File: config.mk
export PLATFORM = sky130hd
export DESIGN_NAME = hamming_secded_stream_decoder_flat
export DESIGN_NICKNAME = d
export VERILOG_FILES = /design/src/rtl/hamming_secded_stream_decoder_if.sv /design/src/rtl/hamming_secded_stream_decoder.sv /design/src/flat_wrapper.sv
export SDC_FILE = /design/constraint.sdc
export NUM_CORES = 1
export LEC_CHECK = 0
export CORE_MARGIN = 10
export CORE_UTILIZATION = 50
export CTS_CLUSTER_SIZE = 25
export DETAILED_ROUTE_END_ITERATION = 10
export PLACE_DENSITY = 0.77
export SLEW_MARGIN = 10
export SYNTH_ARGS = -nofsm -noshare
export SYNTH_HDL_FRONTEND = slang
export SYNTH_SLANG_ARGS = --single-unit
File: constraint.sdc
create_clock -name clk -period 2.7 [get_ports clk]
set_clock_uncertainty 0.1 [all_clocks]
set_input_delay 0.27 -clock clk [delete_from_list [all_inputs] [get_ports clk]]
set_output_delay 0.27 -clock clk [all_outputs]
set_load 0.02 [all_outputs]
File: src/rtl/hamming_secded_stream_decoder_if.sv
// Streaming port bundle for the SECDED decoder: codeword input, decoded output and error counters.
// The decoder side uses the slave modport; the producer/consumer side uses master.
interface hamming_secded_stream_decoder_if #(
    parameter int DATA_W = 4,
    parameter int CNT_W  = 16
);
    function automatic int calc_par_w(input int dw);
        int r;
        r = 1;
        while ((1 << r) < dw + r + 1) r = r + 1;
        return r;
    endfunction

    localparam int PAR_W = calc_par_w(DATA_W);
    localparam int CW_W  = DATA_W + PAR_W + 1;

    logic              in_valid;
    logic              in_ready;
    logic [CW_W-1:0]   in_cw;
    logic              correct_en;
    logic              out_valid;
    logic              out_ready;
    logic [DATA_W-1:0] out_data;
    logic [1:0]        out_err;
    logic [PAR_W-1:0]  out_syndrome;
    logic              cnt_clr;
    logic [CNT_W-1:0]  cnt_single;
    logic [CNT_W-1:0]  cnt_double;

    modport master (
        output in_valid, in_cw, correct_en, out_ready, cnt_clr,
        input  in_ready, out_valid, out_data, out_err, out_syndrome, cnt_single, cnt_double
    );

    modport slave (
        input  in_valid, in_cw, correct_en, out_ready, cnt_clr,
        output in_ready, out_valid, out_data, out_err, out_syndrome, cnt_single, cnt_double
    );
endinterface

File: src/rtl/hamming_secded_stream_decoder.sv
// Two-stage pipelined extended-Hamming (SECDED) decoder with valid/ready flow control
// and saturating single/double error counters.
module hamming_secded_stream_decoder #(
    parameter int DATA_W = 4,
    parameter int CNT_W  = 16
) (
    input  logic clk,
    input  logic rst,
    hamming_secded_stream_decoder_if.slave bus
);
    function automatic int calc_par_w(input int dw);
        int r;
        r = 1;
        while ((1 << r) < dw + r + 1) r = r + 1;
        return r;
    endfunction

    // Codeword position holding data bit j: the j-th non-power-of-two index from 3 upward.
    function automatic int data_pos(input int j);
        int pos;
        int n;
        pos = 2;
        n   = -1;
        while (n < j) begin
            pos = pos + 1;
            if ((pos & (pos - 1)) != 0) n = n + 1;
        end
        return pos;
    endfunction

    localparam int PAR_W = calc_par_w(DATA_W);
    localparam int CW_W  = DATA_W + PAR_W + 1;

    logic              s1_valid_q;
    logic [PAR_W-1:0]  s1_syn_q;
    logic              s1_par_q;
    logic [CW_W-1:0]   s1_cw_q;
    logic              s1_mode_q;
    logic              out_valid_q;
    logic [DATA_W-1:0] out_data_q;
    logic [1:0]        out_err_q;
    logic [PAR_W-1:0]  out_syn_q;
    logic [CNT_W-1:0]  cnt_single_q;
    logic [CNT_W-1:0]  cnt_double_q;

    logic [PAR_W-1:0]  syn_d;
    logic              par_d;
    logic [CW_W-1:0]   cw_fix;
    logic [DATA_W-1:0] data_d;
    logic [1:0]        err_d;
    logic              syn_oor;
    logic              adv2;
    logic              in_ready;
    logic              in_fire;
    logic              out_fire;

    assign adv2     = !out_valid_q || bus.out_ready;
    assign in_ready = !s1_valid_q || adv2;
    assign in_fire  = bus.in_valid && in_ready;
    assign out_fire = out_valid_q && bus.out_ready;

    always_comb begin
        syn_d = '0;
        for (int i = 1; i < CW_W; i++) begin
            if (bus.in_cw[i]) syn_d = syn_d ^ PAR_W'(i);
        end
        par_d = ^bus.in_cw;
    end

    // Syndromes pointing past the last codeword bit cannot be a single error.
    assign syn_oor = 32'(s1_syn_q) > 32'(CW_W - 1);

    always_comb begin
        cw_fix = s1_cw_q;
        err_d  = 2'b00;
        if (syn_oor) begin
            err_d = 2'b10;
        end else if (s1_par_q) begin
            err_d = 2'b01;
            if (s1_mode_q) cw_fix[s1_syn_q] = ~s1_cw_q[s1_syn_q];
        end else if (s1_syn_q != '0) begin
            err_d = 2'b10;
        end
    end

    generate
        for (genvar gi = 0; gi < DATA_W; gi++) begin : g_extract
            localparam int POS = data_pos(gi);
            assign data_d[gi] = cw_fix[POS];
        end
    endgenerate

    always_ff @(posedge clk or posedge rst) begin
        if (rst) begin
            s1_valid_q  <= 1'b0;
            s1_syn_q    <= '0;
            s1_par_q    <= 1'b0;
            s1_cw_q     <= '0;
            s1_mode_q   <= 1'b0;
            out_valid_q <= 1'b0;
            out_data_q  <= '0;
            out_err_q   <= 2'b00;
            out_syn_q   <= '0;
        end else begin
            if (in_ready) s1_valid_q <= bus.in_valid;
            if (in_fire) begin
                s1_syn_q  <= syn_d;
                s1_par_q  <= par_d;
                s1_cw_q   <= bus.in_cw;
                s1_mode_q <= bus.correct_en;
            end
            if (adv2) begin
                out_valid_q <= s1_valid_q;
                if (s1_valid_q) begin
                    out_data_q <= data_d;
                    out_err_q  <= err_d;
                    out_syn_q  <= s1_syn_q;
                end
            end
        end
    end

    // Clear takes priority over an increment in the same cycle.
    always_ff @(posedge clk or posedge rst) begin
        if (rst) begin
            cnt_single_q <= '0;
            cnt_double_q <= '0;
        end else if (bus.cnt_clr) begin
            cnt_single_q <= '0;
            cnt_double_q <= '0;
        end else if (out_fire) begin
            if (out_err_q == 2'b01 && cnt_single_q != '1) cnt_single_q <= cnt_single_q + 1'b1;
            if (out_err_q == 2'b10 && cnt_double_q != '1) cnt_double_q <= cnt_double_q + 1'b1;
        end
    end

    assign bus.in_ready     = in_ready;
    assign bus.out_valid    = out_valid_q;
    assign bus.out_data     = out_data_q;
    assign bus.out_err      = out_err_q;
    assign bus.out_syndrome = out_syn_q;
    assign bus.cnt_single   = cnt_single_q;
    assign bus.cnt_double   = cnt_double_q;
endmodule

File: src/flat_wrapper.sv
// flat-port wrapper written by rule: the top's interface ports become plain ports
module hamming_secded_stream_decoder_flat 
#(
    parameter int DATA_W = 4,
    parameter int CNT_W  = 16
)
  (clk, rst, bus_in_valid, bus_in_cw, bus_correct_en, bus_out_ready, bus_cnt_clr, bus_in_ready, bus_out_valid, bus_out_data, bus_out_err, bus_out_syndrome, bus_cnt_single, bus_cnt_double);
  hamming_secded_stream_decoder_if #(.DATA_W(DATA_W), .CNT_W(CNT_W)) bus_i ();
  input  logic clk;
  input  logic rst;
  input wire logic [$bits(bus_i.in_valid)-1:0] bus_in_valid;
  input wire logic [$bits(bus_i.in_cw)-1:0] bus_in_cw;
  input wire logic [$bits(bus_i.correct_en)-1:0] bus_correct_en;
  input wire logic [$bits(bus_i.out_ready)-1:0] bus_out_ready;
  input wire logic [$bits(bus_i.cnt_clr)-1:0] bus_cnt_clr;
  output wire logic [$bits(bus_i.in_ready)-1:0] bus_in_ready;
  output wire logic [$bits(bus_i.out_valid)-1:0] bus_out_valid;
  output wire logic [$bits(bus_i.out_data)-1:0] bus_out_data;
  output wire logic [$bits(bus_i.out_err)-1:0] bus_out_err;
  output wire logic [$bits(bus_i.out_syndrome)-1:0] bus_out_syndrome;
  output wire logic [$bits(bus_i.cnt_single)-1:0] bus_cnt_single;
  output wire logic [$bits(bus_i.cnt_double)-1:0] bus_cnt_double;
  assign bus_i.in_valid = bus_in_valid;
  assign bus_i.in_cw = bus_in_cw;
  assign bus_i.correct_en = bus_correct_en;
  assign bus_i.out_ready = bus_out_ready;
  assign bus_i.cnt_clr = bus_cnt_clr;
  assign bus_in_ready = bus_i.in_ready;
  assign bus_out_valid = bus_i.out_valid;
  assign bus_out_data = bus_i.out_data;
  assign bus_out_err = bus_i.out_err;
  assign bus_out_syndrome = bus_i.out_syndrome;
  assign bus_cnt_single = bus_i.cnt_single;
  assign bus_cnt_double = bus_i.cnt_double;
  hamming_secded_stream_decoder #(.DATA_W(DATA_W), .CNT_W(CNT_W)) u_core (.clk(clk), .rst(rst), .bus(bus_i));
endmodule
---- Word level (Yosys, flattened, before mapping) ----
Index checks and enable logic that the tools add are counted.
storage, ports and cells
  latch bits .............................. 0
  register bits after elaboration ......... 56
  memories ................................ 0
  bits in read-only memories .............. 0
  memory bits (writable) .................. 0
  input port bits ......................... 14
  output and inout bits ................... 43
cells by class
  reduce and logical (&&, ||, !) cells .... 17
  add/subtract/negate cells ............... 2
  bitwise operators ....................... 7
  div/mod/pow operators ................... 0
  multiply operators ...................... 0
  order comparisons ....................... 2
  equal/unequal tests ..................... 4
  shift operators ......................... 0
  muxes and demuxes ....................... 22
operators by type and width
  cell                                                               count
  2-to-1 mux 16 bit                                                  6
  adder 16 x 1 -> 16 bit, second input constant                      2
  inequality test 16 bit, second input constant                      2
  2-to-1 mux 8 bit                                                   2
  2-to-1 mux 3 bit                                                   4
  bitwise mux 8 bit                                                  1
  2-to-1 mux 2 bit                                                   4
  XOR reduction 8 bit                                                1
  NOT 2 bit                                                          3
  AND reduction 2 bit                                                3
  nonzero test 2 bit                                                 3
  logical AND 1 bit                                                  5
  less-than comparator 3 x 4 -> 1 bit, second input constant         1
  binary-select mux 1 bit (select 3 bit)                             1
  demux 1 bit (select 3 bit)                                         1
  greater-or-equal comparator 3 x 1 -> 1 bit, second input constant  1
  2-to-1 mux 1 bit                                                   3
  NOT 3 bit                                                          1
  nonzero test 3 bit                                                 1
  == test 2 x 1 -> 1 bit, second input constant                      1
  == test 2 bit, second input constant                               1
  logical NOT 1 bit                                                  2
  logical OR 1 bit                                                   2
  NOT 1 bit, first input constant                                    2
  NOT 1 bit                                                          1

---- Longest topological paths before layout ----
  depth after elaboration ................. 11
  depth in mapped cells ................... 6

---- Worst setup path before layout ----
No wires, ideal clock.
  path type ............................... register to register
  start ................................... register u_core.cnt_single_q[0] (netlist: u_core.bus.cnt_single[0])
  end ..................................... register u_core.cnt_single_q[14] (netlist: u_core.bus.cnt_single[14])
  data arrival time ....................... 1.944 ns
  slack ................................... 0.578 ns
  library setup time ...................... 0.078 ns
  clock period less this slack ............ 2.122 ns
  path buffers ............................ 0
  cell stages (with the launch flop) ...... 6
  data required time ...................... 2.522 ns
  cell sequence ........................... dfrtp_1 -> ha_1 -> nand4_4 -> or3_4 -> or4_1 -> a21oi_1
on the way
  longest elaborated chain between the ends .. 4
  elaborated cells between the ends (all ways) .. 8
  those cells by class .................... 1 x add/sub; 1 x eq/ne; 3 x mux; 3 x reduce/logical
RTL lines
  element                                                                  line                                  RTL
  start: declaration                                                       hamming_secded_stream_decoder.sv:43   logic [CNT_W-1:0] cnt_single_q;
  start signal: assignment                                                 hamming_secded_stream_decoder.sv:132  if (out_err_q == 2'b01 && cnt_single_q != '1) cnt_single_q <= cnt_single_q + 1'b1;
  adder 16 x 1 -> 16 bit / inequality test 16 bit (equally long branches)  hamming_secded_stream_decoder.sv:132
  2-to-1 mux 16 bit / logical AND 1 bit (equally long branches)            hamming_secded_stream_decoder.sv:132
  2-to-1 mux 16 bit / nonzero test 2 bit (equally long branches)           --
  2-to-1 mux 16 bit / AND reduction 2 bit (equally long branches)          --
Several ways; a longest one is shown, not always the timed one. The select of a mux whose other input is x is not followed.
A chain may end at the register's enable or synchronous reset.

---- Worst setup path in the final report ----
  start ................................... register u_core.cnt_single_q[0] (netlist: u_core.bus.cnt_single[0])
  end ..................................... register u_core.cnt_single_q[13] (netlist: u_core.bus.cnt_single[13])
Same word-level chain as after synthesis.

==> impl.org <==
** Critical path
- For this run, the slowest stage of the critical path takes 0.68 ns.
- WS Path Type :: reg -> reg
- STA puts the critical path data arrival time at 2.29 ns.
- In this run the critical register-to-register path is launched from u_core.bus.cnt_single[0].
- Worst r2r dst :: u_core.bus.cnt_single[13]
- Launch point of the critical path :: u_core.bus.cnt_single[0]
- Across all register-to-register paths, the minimum setup slack is 0.52 ns.
- CP max stage cell :: nor4_4
- CP Cell Sequence :: ha_1 > nand4_4 > nor4_4 > nor4_1 > mux2_2
- The critical path ends at u_core.bus.cnt_single[13].
- For the worst setup path, the data required time is 2.81 ns.
- The worst setup path is captured at a flip-flop.
- In this run the worst path has a maximum fanout of 15.
- Number of cells on the worst reg-to-reg path :: 5
- Critical path launch point type :: flip-flop

** Pwr
- Peak supply drop :: 0.000429 V
- Summed over all cells, the static leakage comes to 0.00146 uW.
- Ratio of total power to cell area :: 554 nW/um^2

** Clock network
- TritonCTS built the clock tree.
- After clock tree synthesis, the clock-pin slew on the worst setup and hold paths is 0.10 ns.
- Number of buffers added by the clock tree synthesis step :: 5
- Deepest clock path buffer count :: 2
- At the later pin of the worst-skew pair, clock insertion delay measures 0.31 ns.
- The H-tree was split into 2 levels.
- Number of hold-repair buffers added at the cts stage :: 0
- CTS root buffer :: clkbuf_8
- After clock tree synthesis, the setup repair step added 0 buffers.
- Gates resized during post-CTS repair numbered 0.
- For this design, the sink count on the clock tree is 56.

** Run
- Maxcap violations :: 0

** Drt
- Final wirelength :: 6970 um
- Via count :: 2502
- The count of nets left with antenna violations once routing finished came out at 0.
- Via density per instance :: 5.96
- After detailed routing, the average wire length per cell comes to 16.6 um.
- First-pass DRT Iterations :: 4
- In the routed design, unresolved DRC markers number 0.
- After the first detailed-routing iteration, the DRC count stood at 133.

** Synth
- Number of unique standard cell types used by synthesis :: 44
- Library cell occupying the most area in the post-synthesis netlist :: dfrtp_1
- Average cell area after synthesis :: 10.4 um^2
- Syn_nets :: 305
- The share of the Yosys chip area taken by registers is 46.8%.
- Ranked by total cell area, the synthesized netlist is headed by dfrtp_1, mux2_2, a21oi_1.
- The Yosys step of the flow raised 0 warnings.
- After synthesis, the largest area contributor takes up 46.8% of total cell area.
- Number of instances in the synthesized netlist :: 289
- Counting flops and latches in the post-synthesis netlist gives 56.
- The mapped netlist covers 2990 um^2.

** STA
- The number of slew-limit violations in the final report came to 0.
- Setup violations remaining at the end of the flow were counted as 0.
- Across all hold checks on the routed design, the worst slack comes to 0.226 ns.
- The smallest clock period supported by the final layout is computed as 2.18 ns.
- Setup repair after global routing left no endpoint under its margin.
- Final Cycle Share :: 80.7%
- Worst slew margin relative to its limit :: 52.9%
- Summed over all failing endpoints, the final setup total negative slack is 0 ns.
- Slew at the pin closest to its max-slew limit :: 0.701 ns
- Final Worst Setup Slack :: 0.522 ns
- The total count of hold-check failures in the final report came to 0.
- Derived from the worst setup path, the maximum achievable clock frequency is 459 MHz.

** Final layout
- Relative area change from synthesis to final layout :: 25.8%
- Nets :: 360
- Diode count :: 0
- Filler Cell Count :: 487
- Once layout is complete, the utilization of the core stands at 64.4%.
- The post-route netlist has 13.3% of its cells at a drive strength greater than 1.
- In the layout the commonest cells are clkdlybuf4s50_1, dfrtp_1, mux2_2, a21oi_1, nand3_1.
- Once layout is done, the placed cells without fillers occupy 3770 um^2.

** Floorplan
- For this configuration, the core starts out at a cell density of 51.2%.
- From bottom edge to top edge, the die measures 97.4 um.
- Number of rows created at floorplan :: 28
- The die covers 9480 um^2.
- The core region is 5850 um^2.
- The die is 97.4 um wide.
- Number of ports placed on the die boundary :: 57

** Outcome
- The flow ran to the end, and the final reports show no timing, DRC or antenna violations.

** GRT
- Entering global routing, the biggest net connects 42 pins.
- Global routing finished with a remaining overflow of 0.
- The number of antenna violations at the first check in global routing came to 0.
- In the global route stage, overall resource usage came out at 14.8%.
- Number of global-route vias before repair :: 2563
- The first global-routing pass estimated 12200 um of wire.

** Placement
- Timing analysis after detailed placement gives a worst setup slack of 0.454 ns.
- Routability-driven placement finished with a final weighted congestion of 0.857.
- Placed wire-length estimate after detailed placement :: 5180 um
- In this run the cell area measured after placement is 3640 um^2.
- Count of buffers from port buffering :: 56

** Worst hold path
- Min-Delay Path Class :: in -> async
[through the flow]
stage / std cells / power, uW
6_report: 420 / 2090
5_1_grt: 420 / 2190
4_1_cts: 420 / 2110
3_5_place_dp: 412 / 1530
3_3_place_gp: 412 / 1510
2_1_floorplan: 289 / 1310
[state kept, by name, summed over array words and instances, names as in the netlist]
name / cells
u_core.s1_cw_q: 8
u_core.bus.out_err: 2
u_core.bus.cnt_double: 16
u_core.s1_valid_q: 1
u_core.bus.out_data: 4
u_core.s1_par_q: 1
u_core.bus.cnt_single: 16
u_core.s1_syn_q: 3
u_core.bus.out_syndrome: 3
u_core.s1_mode_q: 1
u_core.bus.out_valid: 1
[critical path, delay by kind of cell (launching register included)]
family,cells,cell delay [ns]
adders and majority gates,1,0.26
DFF,1,0.44
and+or+nand+nor,3,0.98
muxes,1,0.30
[power by group]
group	internal, uW	switching (uW)
Sequential	928	102
Combinational	244	231
Clock	304	278
Total	1480	611
[area by class of cell]
| type | instances | area [um^2] | share of cell area (%) |
|---|---|---|---|
| flip-flops and latches | 56 | 1400 | 37.2 |
| inverters | 8 | 30.0 | 0.797 |
| clock buffers | 6 | 82.6 | 2.19 |
| clock inverters | 2 | 38.8 | 1.03 |
| repair buffers | 60 | 603 | 16.0 |
| well taps | 75 | 93.8 | 2.49 |
| multi-input cells | 213 | 1520 | 40.3 |
[worst min path at each step]
stage	start	endpoint	slack (ns)
2_1_floorplan	bus_in_valid	u_core.s1_valid_q	0.28
5_1_grt	rst	u_core.bus.cnt_double[7]	0.28
3_5_place_dp	u_core.bus.out_data[2]	u_core.bus.out_data[2]	0.39
3_3_place_gp	u_core.bus.out_data[2]	u_core.bus.out_data[2]	0.38
4_1_cts	rst	u_core.bus.cnt_double[7]	0.24
6_report	rst	u_core.bus.cnt_double[7]	0.23
[logic make-up after synthesis]
group	after synthesis	share of synthesized area, %
AND/OR/NAND/NOR	121	24.8
flip-flops	56	46.8
AO/OA/AOI/OAI	52	11.0
multiplexers	27	10.8
buffers and inverters	20	2.55
XOR/XNOR	11	3.22
adder cells (fa/ha/maj)	2	0.836
[per-layer routing]
layer / global-route usage (%) / vias to the layer above / part of all wire [%] / wire (um)
li1: - / 1200 / - / -
met1: 17.0 / 1235 / 42 / 2960
met2: 25.7 / 56 / 51 / 3540
met3: 4.27 / 11 / 5.1 / 359
met4: 4.70 / 0 / 1.6 / 110
met5: 0 / - / 0 / 0
[synthesized netlist by cell type]
cell and number:
mux4_2 2, o211ai_1 3, xnor2_1 6, nand2b_1 5
nand2_1 17, a21oi_1 20, mux2i_1 3, dfrtp_1 56
nor2b_1 8, nor3b_1 1, buf_1 1, nor2_1 14
a2bb2oi_1 1, or3_4 1, nand3_1 18, o41a_1 1
xor2_1 5, nand4_4 1, ha_1 2, nand3b_1 1
and4b_1 1, or4_1 13, mux2_2 22, nor3_1 3
o21ai_0 9, nand4_1 10, clkbuf_1 10, or2_2 4
or3_1 3, buf_2 1, and4_1 1, or2_0 1
nand4b_1 4, inv_1 8, a311oi_1 3, and3_1 1
o31ai_1 12, nor4b_1 2, a31o_2 1, o21bai_1 1
o41ai_1 1, and2_1 3, nor4_1 7, nor4_4 2
(Power assumes the default switching activity.)
